--- src/rtl/psx_dmac_pkg.sv ---
// Shared definitions for the DMAC Wishbone master.
//   - dmac_state_e : channel sequencer states
//   - DIR_*        : CHCR direction encodings
//   - ADDR_STEP    : byte stride between consecutive words
//   - WORDS_MAX    : word count implied by a BCR value of 0
package psx_dmac_pkg;

  typedef enum logic [2:0] {
    ST_IDLE,
    ST_ACTIVE,
    ST_CHOP,
    ST_DRAIN,
    ST_DONE,
    ST_ERROR
  } dmac_state_e;

  localparam logic        DIR_MEM_TO_DEV = 1'b0;
  localparam logic        DIR_DEV_TO_MEM = 1'b1;
  localparam logic [31:0] ADDR_STEP      = 32'd4;
  localparam logic [16:0] WORDS_MAX      = 17'h1_0000;

  // BCR value 0 encodes the full 64K-word transfer.
  function automatic logic [16:0] words_decode(input logic [15:0] w);
    return (w == 16'd0) ? WORDS_MAX : {1'b0, w};
  endfunction

endpackage

--- src/rtl/dmac_rd_fifo.sv ---
// Read-return buffer: synchronous FIFO with combinational head output.
//   clk_i, rst_sync_n_i : clock, synchronous active-low reset
//   flush_i             : empties the FIFO at the next edge
//   push_i/push_data_i  : write port (ignored when full)
//   pop_i               : consume head (ignored when empty)
//   pop_data_o          : current head word, no output register
//   count_o, empty_o    : occupancy
module dmac_rd_fifo #(
  parameter int unsigned FIFO_DEPTH = 4
) (
  input  logic                        clk_i,
  input  logic                        rst_sync_n_i,
  input  logic                        flush_i,
  input  logic                        push_i,
  input  logic [31:0]                 push_data_i,
  input  logic                        pop_i,
  output logic [31:0]                 pop_data_o,
  output logic [$clog2(FIFO_DEPTH):0] count_o,
  output logic                        empty_o
);
  localparam int unsigned AW = $clog2(FIFO_DEPTH);

  logic [31:0]   mem_q [FIFO_DEPTH];
  logic [AW-1:0] wr_ptr_q, rd_ptr_q;
  logic [AW:0]   count_q;
  logic          do_push, do_pop;

  assign do_push = push_i && (count_q != (AW+1)'(FIFO_DEPTH));
  assign do_pop  = pop_i && (count_q != '0);

  always_ff @(posedge clk_i) begin
    if (do_push) mem_q[wr_ptr_q] <= push_data_i;
  end

  // Depth is a power of two, so the pointers wrap naturally.
  always_ff @(posedge clk_i) begin
    if (!rst_sync_n_i || flush_i) begin
      wr_ptr_q <= '0;
      rd_ptr_q <= '0;
      count_q  <= '0;
    end else begin
      if (do_push) wr_ptr_q <= wr_ptr_q + AW'(1);
      if (do_pop)  rd_ptr_q <= rd_ptr_q + AW'(1);
      count_q <= count_q + {{AW{1'b0}}, do_push} - {{AW{1'b0}}, do_pop};
    end
  end

  assign pop_data_o = mem_q[rd_ptr_q];
  assign count_o    = count_q;
  assign empty_o    = (count_q == '0);

endmodule

--- src/rtl/dmac_wb_master.sv ---
// Wishbone B4 pipelined initiator for one DMA channel block transfer.
// Reads stream memory words to the device port; writes stream device
// words to memory. Produces DONE (TR self-clear) and ERR pulses.
//   CLK, RST_SYNC_N          : clock, synchronous active-low reset
//   START_IN, CFG_*          : transfer request and MADR/BCR/CHCR config
//   BUSY/DONE/ERR_OUT        : status; MADR_NEXT_OUT next unissued address
//   WB_*                     : memory-side Wishbone pipelined master
//   DEV_WR_* / DEV_RD_*      : device stream (to device / from device)
// Optional: define DMAC_WB_BURST_CHOP_EN to split the transfer into
// CYC tenures of BURST_LEN words separated by one idle CYC cycle.
module dmac_wb_master
  import psx_dmac_pkg::*;
#(
  parameter int unsigned FIFO_DEPTH = 4,
  parameter int unsigned BURST_LEN  = 16
) (
  input  logic        CLK,
  input  logic        RST_SYNC_N,
  input  logic        START_IN,
  input  logic [31:0] CFG_MADR_IN,
  input  logic [15:0] CFG_WORDS_IN,
  input  logic        CFG_DIR_IN,
  input  logic        CFG_STEP_DEC_IN,
  output logic        BUSY_OUT,
  output logic        DONE_OUT,
  output logic        ERR_OUT,
  output logic [31:0] MADR_NEXT_OUT,
  output logic        WB_CYC_OUT,
  output logic        WB_STB_OUT,
  output logic        WB_WE_OUT,
  output logic [31:0] WB_ADR_OUT,
  output logic [3:0]  WB_SEL_OUT,
  output logic [31:0] WB_DAT_WR_OUT,
  input  logic [31:0] WB_DAT_RD_IN,
  input  logic        WB_ACK_IN,
  input  logic        WB_STALL_IN,
  input  logic        WB_ERR_IN,
  output logic [31:0] DEV_WR_DATA_OUT,
  output logic        DEV_WR_VALID_OUT,
  input  logic        DEV_WR_READY_IN,
  input  logic [31:0] DEV_RD_DATA_IN,
  input  logic        DEV_RD_VALID_IN,
  output logic        DEV_RD_READY_OUT
);
  localparam int unsigned OW = $clog2(FIFO_DEPTH) + 1;

  if (FIFO_DEPTH < 2 || FIFO_DEPTH > 16 || (FIFO_DEPTH & (FIFO_DEPTH - 1)) != 0
      || BURST_LEN < 1) begin : g_bad_cfg
    $error("dmac_wb_master: illegal FIFO_DEPTH/BURST_LEN");
  end

  dmac_state_e state_q;
  logic        cyc_q, dir_q, dec_q;
  logic [31:0] addr_q;
  logic [16:0] words_q, issued_q, acked_q;
  logic [OW-1:0] outst_q;
`ifdef DMAC_WB_BURST_CHOP_EN
  logic [16:0] tcnt_q;
`endif

  logic [OW-1:0] fifo_cnt;
  logic          fifo_empty, stb, issue, ack_take, err_take, last_issue;
  logic          rd_credit, wr_credit, unused_addr_lsb;

  // Bus responses only count while a tenure is open; late ones drop out.
  assign err_take = cyc_q && WB_ERR_IN;
  assign ack_take = cyc_q && WB_ACK_IN && !WB_ERR_IN;

  // Reads reserve FIFO room for everything in flight, so pushes never overflow.
  assign rd_credit = ({1'b0, outst_q} + {1'b0, fifo_cnt}) < (OW+1)'(FIFO_DEPTH);
  assign wr_credit = outst_q < OW'(FIFO_DEPTH);

  assign stb = (state_q == ST_ACTIVE) && (issued_q < words_q) &&
               ((dir_q == DIR_DEV_TO_MEM) ? (DEV_RD_VALID_IN && wr_credit) : rd_credit);
  assign issue      = stb && !WB_STALL_IN;
  assign last_issue = issue && ((issued_q + 17'd1) == words_q);

  assign unused_addr_lsb = ^CFG_MADR_IN[1:0];

  dmac_rd_fifo #(.FIFO_DEPTH(FIFO_DEPTH)) u_rd_fifo (
    .clk_i        (CLK),
    .rst_sync_n_i (RST_SYNC_N),
    .flush_i      (err_take),
    .push_i       (ack_take && (dir_q == DIR_MEM_TO_DEV)),
    .push_data_i  (WB_DAT_RD_IN),
    .pop_i        (DEV_WR_READY_IN),
    .pop_data_o   (DEV_WR_DATA_OUT),
    .count_o      (fifo_cnt),
    .empty_o      (fifo_empty)
  );

  always_ff @(posedge CLK) begin
    if (!RST_SYNC_N) begin
      state_q  <= ST_IDLE;
      cyc_q    <= 1'b0;
      dir_q    <= DIR_MEM_TO_DEV;
      dec_q    <= 1'b0;
      addr_q   <= '0;
      words_q  <= '0;
      issued_q <= '0;
      acked_q  <= '0;
      outst_q  <= '0;
`ifdef DMAC_WB_BURST_CHOP_EN
      tcnt_q   <= '0;
`endif
    end else begin
      if (issue) begin
        addr_q   <= dec_q ? (addr_q - ADDR_STEP) : (addr_q + ADDR_STEP);
        issued_q <= issued_q + 17'd1;
      end
      if (ack_take) acked_q <= acked_q + 17'd1;
      if (issue && !ack_take)      outst_q <= outst_q + OW'(1);
      else if (!issue && ack_take) outst_q <= outst_q - OW'(1);
`ifdef DMAC_WB_BURST_CHOP_EN
      if (issue) tcnt_q <= tcnt_q + 17'd1;
`endif

      case (state_q)
        ST_IDLE: if (START_IN) begin
          dir_q    <= CFG_DIR_IN;
          dec_q    <= CFG_STEP_DEC_IN;
          addr_q   <= {CFG_MADR_IN[31:2], 2'b00};
          words_q  <= words_decode(CFG_WORDS_IN);
          issued_q <= '0;
          acked_q  <= '0;
          outst_q  <= '0;
`ifdef DMAC_WB_BURST_CHOP_EN
          tcnt_q   <= '0;
`endif
          cyc_q    <= 1'b1;
          state_q  <= ST_ACTIVE;
        end
        ST_ACTIVE: begin
          if (last_issue) state_q <= ST_DRAIN;
`ifdef DMAC_WB_BURST_CHOP_EN
          else if (issue && tcnt_q == 17'(BURST_LEN - 1)) state_q <= ST_CHOP;
`endif
        end
`ifdef DMAC_WB_BURST_CHOP_EN
        // Close the tenure once quiet, keep CYC low one cycle, reopen.
        ST_CHOP: begin
          if (cyc_q) begin
            if (outst_q == '0) cyc_q <= 1'b0;
          end else begin
            cyc_q   <= 1'b1;
            tcnt_q  <= '0;
            state_q <= ST_ACTIVE;
          end
        end
`endif
        ST_DRAIN: if (acked_q == words_q && (dir_q == DIR_DEV_TO_MEM || fifo_empty)) begin
          cyc_q   <= 1'b0;
          state_q <= ST_DONE;
        end
        ST_DONE:  state_q <= ST_IDLE;
        ST_ERROR: state_q <= ST_IDLE;
        default:  state_q <= ST_IDLE;
      endcase

      // Error beats any simultaneous ACK or state transition.
      if (err_take) begin
        cyc_q   <= 1'b0;
        state_q <= ST_ERROR;
      end
    end
  end

  assign BUSY_OUT         = (state_q != ST_IDLE);
  assign DONE_OUT         = (state_q == ST_DONE);
  assign ERR_OUT          = (state_q == ST_ERROR);
  assign MADR_NEXT_OUT    = addr_q;
  assign WB_CYC_OUT       = cyc_q;
  assign WB_STB_OUT       = stb;
  assign WB_WE_OUT        = cyc_q && (dir_q == DIR_DEV_TO_MEM);
  assign WB_ADR_OUT       = addr_q;
  assign WB_SEL_OUT       = 4'hF;
  assign WB_DAT_WR_OUT    = (stb && dir_q == DIR_DEV_TO_MEM) ? DEV_RD_DATA_IN : 32'd0;
  assign DEV_WR_VALID_OUT = !fifo_empty;
  assign DEV_RD_READY_OUT = issue && (dir_q == DIR_DEV_TO_MEM);

endmodule

--- config.mk ---
export PLATFORM = sky130hd
export DESIGN_NAME = dmac_wb_master
export DESIGN_NICKNAME = d
export VERILOG_FILES = /design/src/rtl/psx_dmac_pkg.sv /design/src/rtl/dmac_rd_fifo.sv /design/src/rtl/dmac_wb_master.sv
export SDC_FILE = /design/constraint.sdc
export NUM_CORES = 1
export LEC_CHECK = 0
export ABC_AREA = 1
export ABC_CLOCK_PERIOD_IN_PS = 2700
export BUFFER_PORTS_ARGS = -buffer_cell sky130_fd_sc_hd__buf_2
export CORE_ASPECT_RATIO = 2
export CORE_MARGIN = 1
export CORE_UTILIZATION = 50
export DETAILED_ROUTE_END_ITERATION = 7
export PLACE_DENSITY = 0.76
export SYNTH_ARGS = -nofsm -noshare
export SYNTH_HDL_FRONTEND = slang
export SYNTH_SLANG_ARGS = --single-unit
export TNS_END_PERCENT = 10
--- constraint.sdc ---
create_clock -name CLK -period 2.7 [get_ports CLK]
set_input_delay 0.405 -clock CLK [delete_from_list [all_inputs] [get_ports CLK]]
set_output_delay 0.405 -clock CLK [all_outputs]
set_load 0.05 [all_outputs]
**Word level (Yosys, flattened, before mapping)**

Memory sizes are Yosys's and may differ from the RTL's. A register that Yosys moved wholly into a read port is not among the register bits.
Index checks and enable logic that the tools add are counted.

- Register bits: 99
- Bits in writable memories: 128
- Input bits: 122
- Output and inout bits: 140
- Memories kept: 1

Memory list:

| memory | words | width | read ports | clocked after memory_dff | wr ports | line | text |
|---|---|---|---|---|---|---|---|
| u_rd_fifo.mem_q | 4 | 32 | 1 | 1 | 1 | dmac_rd_fifo.sv:23 | `logic [31:0] mem_q [FIFO_DEPTH];` |

- $add $sub $neg: 11
- Magnitude comparators: 3
- Eq/ne operators: 13
- Multiplexer cells: 29
- Bitwise gates (word level): 2
- Reductions and logical operators: 36

Operator list:

| kind | count |
|---|---|
| $mux 32 | 5 |
| $mux 17 | 7 |
| $add 17x1->17 const B | 2 |
| $eq 17x17->1 | 2 |
| $add 32x3->32 const B | 1 |
| $sub 32x3->32 const B | 1 |
| $mux 3 | 8 |
| $logic_and 1x1->1 | 17 |
| $lt 17x17->1 | 1 |
| $logic_not 16->1 | 1 |
| $ne 3x2->1 const B | 3 |
| $pmux 3 s3 | 1 |
| $reduce_and 3->1 | 3 |
| $eq 3x3->1 const B | 2 |
| $logic_not 1->1 | 6 |
| $logic_not 3->1 | 2 |
| $ne 2x2->1 const B | 3 |
| $reduce_bool 3->1 | 2 |
| $mux 1 | 5 |
| $add 2x1->2 const B | 2 |
| $add 3x3->4 | 1 |
| $lt 4x3->1 const B | 1 |
| $mux 2 | 2 |
| $add 3x1->3 | 1 |
| other kinds (13) | 15 |

**Longest topological paths before layout**

- Depth after elaboration: 11
- Depth in mapped cells: 19
- Mapped depth without buffers: 19

**Modules after synthesis**

Synthesis repeated with hierarchy kept, for this count alone.

- Cell total of the unflattened synthesis: 1,526
- Area, all modules: 12,592.1 sq um

Modules (own cells, without submodules):

| module | instances | cells an instance | area an instance (sq um) | seq. area each (sq um) |
|---|---|---|---|---|
| dmac_wb_master | 1 | 1,149 | 7,330.8 | 1,801.7 |
| dmac_rd_fifo | 1 | 377 | 5,261.3 | 4,023.9 |

**Worst setup path before layout**

No wires, ideal clock.

- Path type: flip-flop to flip-flop
- Start: register cyc_q, in the netlist WB_CYC_OUT
- End: memory u_rd_fifo.mem_q[0][0] (enable)
- Library setup time: 0.421 ns
- Arrival time: 2.798 ns
- Path slack: -0.519 ns
- Stages on the path, launching flop included: 7
- Path buffers: 0
- Path through: dfxtp_1 > nand2_2 > nor2_4 > inv_1 > nor3_1 > inv_1 > nor2_1

- Longest elaborated chain between the ends: 6

Ends and longest elaborated chain:

| what | line | text |
|---|---|---|
| start: declaration | dmac_wb_master.sv:53 | `logic cyc_q, dir_q, dec_q;` |
| start signal: assignment | dmac_wb_master.sv:95 | `cyc_q <= 1'b0;` |
| start signal: assignment | dmac_wb_master.sv:130 | `cyc_q <= 1'b1;` |
| start signal: assignment | dmac_wb_master.sv:152 | `cyc_q <= 1'b0;` |
| $logic_and 1x1->1 (2 in series) | dmac_wb_master.sv:67 | `assign ack_take = cyc_q && WB_ACK_IN && !WB_ERR_IN;` |
| $logic_and 1x1->1 | dmac_wb_master.sv:84 | `.push_i (ack_take && (dir_q == DIR_MEM_TO_DEV)),` |
| $logic_and 1x1->1 | dmac_rd_fifo.sv:28 | `assign do_push = push_i && (count_q != (AW+1)'(FIFO_DEPTH));` |
| named net u_rd_fifo.do_push | dmac_rd_fifo.sv:26 | `logic do_push, do_pop;` |
| $mux 1 | dmac_rd_fifo.sv:32 | `if (do_push) mem_q[wr_ptr_q] <= push_data_i;` |
| $mux 1 (implied by the code) | dmac_rd_fifo.sv:32 |  |
| end: declaration | dmac_rd_fifo.sv:23 |  |

The timed path passes the listed nets, and every way through them passes these cells.

**Worst setup path after layout**

- Start: register words_q[6]
- End: output port WB_DAT_WR_OUT[27]

- Longest elaborated chain between the ends: 5

Ends and longest elaborated chain:

| what | line | text |
|---|---|---|
| start: declaration | dmac_wb_master.sv:55 | `logic [16:0] words_q, issued_q, acked_q;` |
| start signal: assignment | dmac_wb_master.sv:123 | `words_q <= words_decode(CFG_WORDS_IN);` |
| $lt 17x17->1 | dmac_wb_master.sv:73 | `assign stb = (state_q == ST_ACTIVE) && (issued_q < words_q) &&` |
| $logic_and 1x1->1 (2 in series) | dmac_wb_master.sv:73 |  |
| $logic_and 1x1->1 | dmac_wb_master.sv:177 | `assign WB_DAT_WR_OUT = (stb && dir_q == DIR_DEV_TO_MEM) ? DEV_RD_DATA_IN : 32'd0;` |
| $mux 32 | dmac_wb_master.sv:177 |  |
| end: declaration | dmac_wb_master.sv:33 | `output logic [31:0] WB_DAT_WR_OUT,` |

Every way passes these cells.

==> summary.txt <==
Synth
  • Async set-reset flop share out of synthesis: 0%
  • Top cells by area, synth: edfxtp_1, dfxtp_1, nand2_1
  • Register area share after synthesis: roughly 46%
  • Dominant cell type by area after synthesis: edfxtp_1
  • Most frequent cell after synthesis: nand2_1
  • Post-synthesis cell type count: between 50 and 60
  • Synth Instances: roughly 1500
  • Synth top cells by count: nand2_1, nor2_1, inv_1
  • Post-synth EDFFs: around 130
  • Synth Cell Area: 0.0127 mm^2
  • Register bit total from synthesis: between 200 and 250
  • Avg Inst Size Synth: 8.21 um^2
  • Synth warn: 0
  • Top cell type's share of synthesized area: 30.3%
  • Prevailing post-synth register cell: edfxtp_1

Global route
  • Met3 usage: 3.51%
  • First-pass GRT wire length: roughly 59000 um
  • Met1 Track Usage GR: a little over a quarter
  • Vias in the first global route: approximately 11000
  • GR peak layer: met2
  • GR met2 Demand/Resource: approximately three fifths
  • Largest net degree at the start of global routing: 65
  • Grt ovf: 0
  • GRT Overall Usage: between 20 and 30%
  • Initial antenna violation count: 1

Worst setup path
  • Max stage delay on crit path: 0.36 ns
  • Worst Path Required: between 2 and 2.5 ns
  • Type of the worst setup path: flop to primary output
  • R2R Path Start: words_q[15]$_SDFFE_PN0P_
  • Worst R2R End: MADR_NEXT_OUT[31]$_SDFF_PN0_
  • Worst Setup SP: words_q[6]$_SDFFE_PN0P_
  • Flop-to-flop setup slack: roughly 0.15 ns
  • FF-to-FF path depth: 14
  • CP arrival: between 2 and 3 ns
  • Crit path max fanout: 8
  • Worst-path cell chain: inv_4 > ha_4 > a21oi_2 > o21a_1 > nand2_2 > nand2_1 > nand2_1 > nand2_2 > nand2_4 > inv_4 > nand2_8 > buf_12 > nor2_1 > buf_4
  • Slowest-stage cell, CP: dfxtp_2
  • Crit start category: flop
  • Worst Setup EP: WB_DAT_WR_OUT[27]
  • CP endpoint kind: primary output

Clock network
  • CTS buffer count: 21
  • Root buffer cell: clkbuf_16
  • Clock transition at path regs: 0.07 ns
  • Htree depth: 1
  • Clock sinks: approximately 230
  • Longest Clk Path Bufs: 3
  • CTS Hold Bufs: 0
  • Clk_lat worst skew: 0.52 ns
  • CTS tree: built

Power
  • Peak VDD IR: roughly 0.63 mV
  • Pwr dens: 689 mW/mm^2
  • Leak: around 6.9 nW
  • Total power: ~0.011 W

Route
  • ANT nets after route: 0
  • Initial drt markers: 630
  • Drt drc: 0
  • Vias: 11700
  • TritonRoute pass-1 iters: 5
  • WL/cell: 18.5 um
  • WL final: 39900 um
  • Vias/cell: 5.41

Floorplanning
  • Row count: between 80 and 90
  • Initial core utilization: 50.9%
  • Area of the die: about 0.026 mm^2
  • Die X: ~110 um
  • Core area: around 0.025 mm^2
  • Die Ht: about 230 um
  • Top-level I/O count: 262

Placed design
  • RD Place Congestion: 1.06
  • Port bufs: 251
  • DPL Wire Length: roughly 30000 um

Timing
  • Worst-margin pin slew: about 0.63 ns
  • Tcrit/Tclk final: 109%
  • Final Hold Viols: 0
  • Slew Limit Fails: 0
  • Peak Freq: roughly 0.34 GHz
  • Worst rel slew slack: between 50 and 60%
  • Final-report setup violation count: 33
  • RSZ-0062 raised after global routing: yes
  • Setup Skew: around 0.016 ns
  • Setup ws final: -0.238 ns
  • Setup Total Neg Slack: -5.73 ns
  • Fin crit period: 2.94 ns

Cells and area
  • Finished Core Util: a little under two thirds
  • Net total in the final layout: 1986
  • Synth-to-layout area growth: 25.3%
  • Layout cells sized above 1: 27.6%

Worst hold path
  • Cell depth of the worst hold path: 1
  • Min-Delay Path Class: input pin to flop

Run status
  • Status: finished with violations
  • Failing checks: negative setup slack

Run
  • Max-cap violation count: 0
[critical path, delay by kind of cell, from the launching register on]
family / cells / cell delay [ns]
flops: 1 / 0.36
buf+inv: 4 / 0.52
simple gates: 7 / 0.61
fa+ha+maj: 1 / 0.21
compound gates: 2 / 0.32
[logic make-up (layout without fill, tap and decap cells)]
| kind of cell | after synthesis | count (layout) | share of synthesized area, % |
|---|---|---|---|
| AO/OA/AOI/OAI | 344 | 344 | 14.6 |
| XOR/XNOR | 39 | 39 | 2.80 |
| adder cells (fa/ha/maj) | 59 | 59 | 5.94 |
| buffers and inverters | 275 | 544 | 9.42 |
| flip-flops | 227 | 227 | 45.9 |
| other | 2 | 9 | 0.0592 |
| AND/OR/NAND/NOR | 599 | 599 | 21.3 |
[worst min-delay path by stage]
stage / slack [ns] / startpoint / end
detailed placement: 0.46 / u_rd_fifo.rd_ptr_q[1]$_SDFFE_PP0P_ / u_rd_fifo.rd_ptr_q[1]$_SDFFE_PP0P_
global placement: 0.45 / u_rd_fifo.rd_ptr_q[1]$_SDFFE_PP0P_ / u_rd_fifo.rd_ptr_q[1]$_SDFFE_PP0P_
finish: 0.10 / WB_DAT_RD_IN[13] / u_rd_fifo.mem_q[3][13]$_DFFE_PP_
floorplan: 0.44 / u_rd_fifo.rd_ptr_q[1]$_SDFFE_PP0P_ / flop
global route: 0.09 / WB_DAT_RD_IN[24] / u_rd_fifo.mem_q[2][24]$_DFFE_PP_
CTS: 0.08 / WB_DAT_RD_IN[13] / u_rd_fifo.mem_q[3][13]$_DFFE_PP_
[layout make-up]
class	count	area, um^2
Antenna cell	1	2.50
Clock buffer	23	533
Clock inverter	15	125
Fill cell	2171	9040
Inverter	192	729
Multi-Input combinational cell	1049	6100
Sequential cell	227	5850
Tap cell	336	420
Timing Repair Buffer	314	2130
[cells in the final DEF, fill, tap and decap left out, types with 5 or more instances in the layout]
master / n
a21oi_1: 113
buf_12: 9
buf_2: 218
buf_4: 52
buf_6: 25
buf_8: 7
clkbuf_16: 23
conb_1: 8
dfxtp_1: 80
dfxtp_2: 17
edfxtp_1: 128
ha_1: 50
ha_4: 7
inv_1: 172
inv_2: 14
nand2_1: 226
nand2_2: 18
nand3_1: 79
nand3_2: 5
nand4_1: 15
nor2_1: 153
nor2_2: 11
nor2_4: 40
nor3_1: 12
nor4_1: 5
o21ai_0: 137
o21ai_1: 17
o22ai_1: 47
or2_2: 18
xnor2_1: 18
xor2_1: 20
[through the flow]
step,std cells,setup WS [ns],hold slack (ns),instance area [um^2]
5_1_grt,2157,-0.330,0.0919,15900
3_5_place_dp,2111,-0.0628,0.459,14500
4_1_cts,2151,-0.300,0.0785,15400
6_report,2157,-0.238,0.102,15900
3_3_place_gp,2111,-0.0169,0.454,14500
2_1_floorplan,1551,-0.519,0.436,12700
[metal layers]
| layer | part of all wire, % | wire (um) |
|---|---|---|
| met3 | 4.8 | 1930 |
| met5 | 0 | 0 |
| met2 | 55 | 22100 |
| met4 | 7.7 | 3090 |
| met1 | 32 | 12700 |
[state kept, by name (all words and copies together), names as in the netlist, 3 cells and up, named ones only]
name,cells
issued_q,17
MADR_NEXT_OUT,30
state_q,3
outst_q,3
u_rd_fifo.mem_q,128
acked_q,17
u_rd_fifo.count_o,3
words_q,17
[where the power goes]
part	internal, W	total, W	switching [W]	leakage, nW
Combinational	0.00115	0.00404	0.00290	4.63
Sequential	0.00383	0.00402	0.000190	1.97
Clock	0.00155	0.00289	0.00134	0.316
Total	0.00653	0.0109	0.00442	6.91
[what timing repair did]
item                       CTS  global route
setup endpoints to repair   34            55
gates resized for setup     89           108
gates cloned                 1             2
pin swaps                    1            23
buffers inserted             1             3
(Power assumes the default switching activity.)
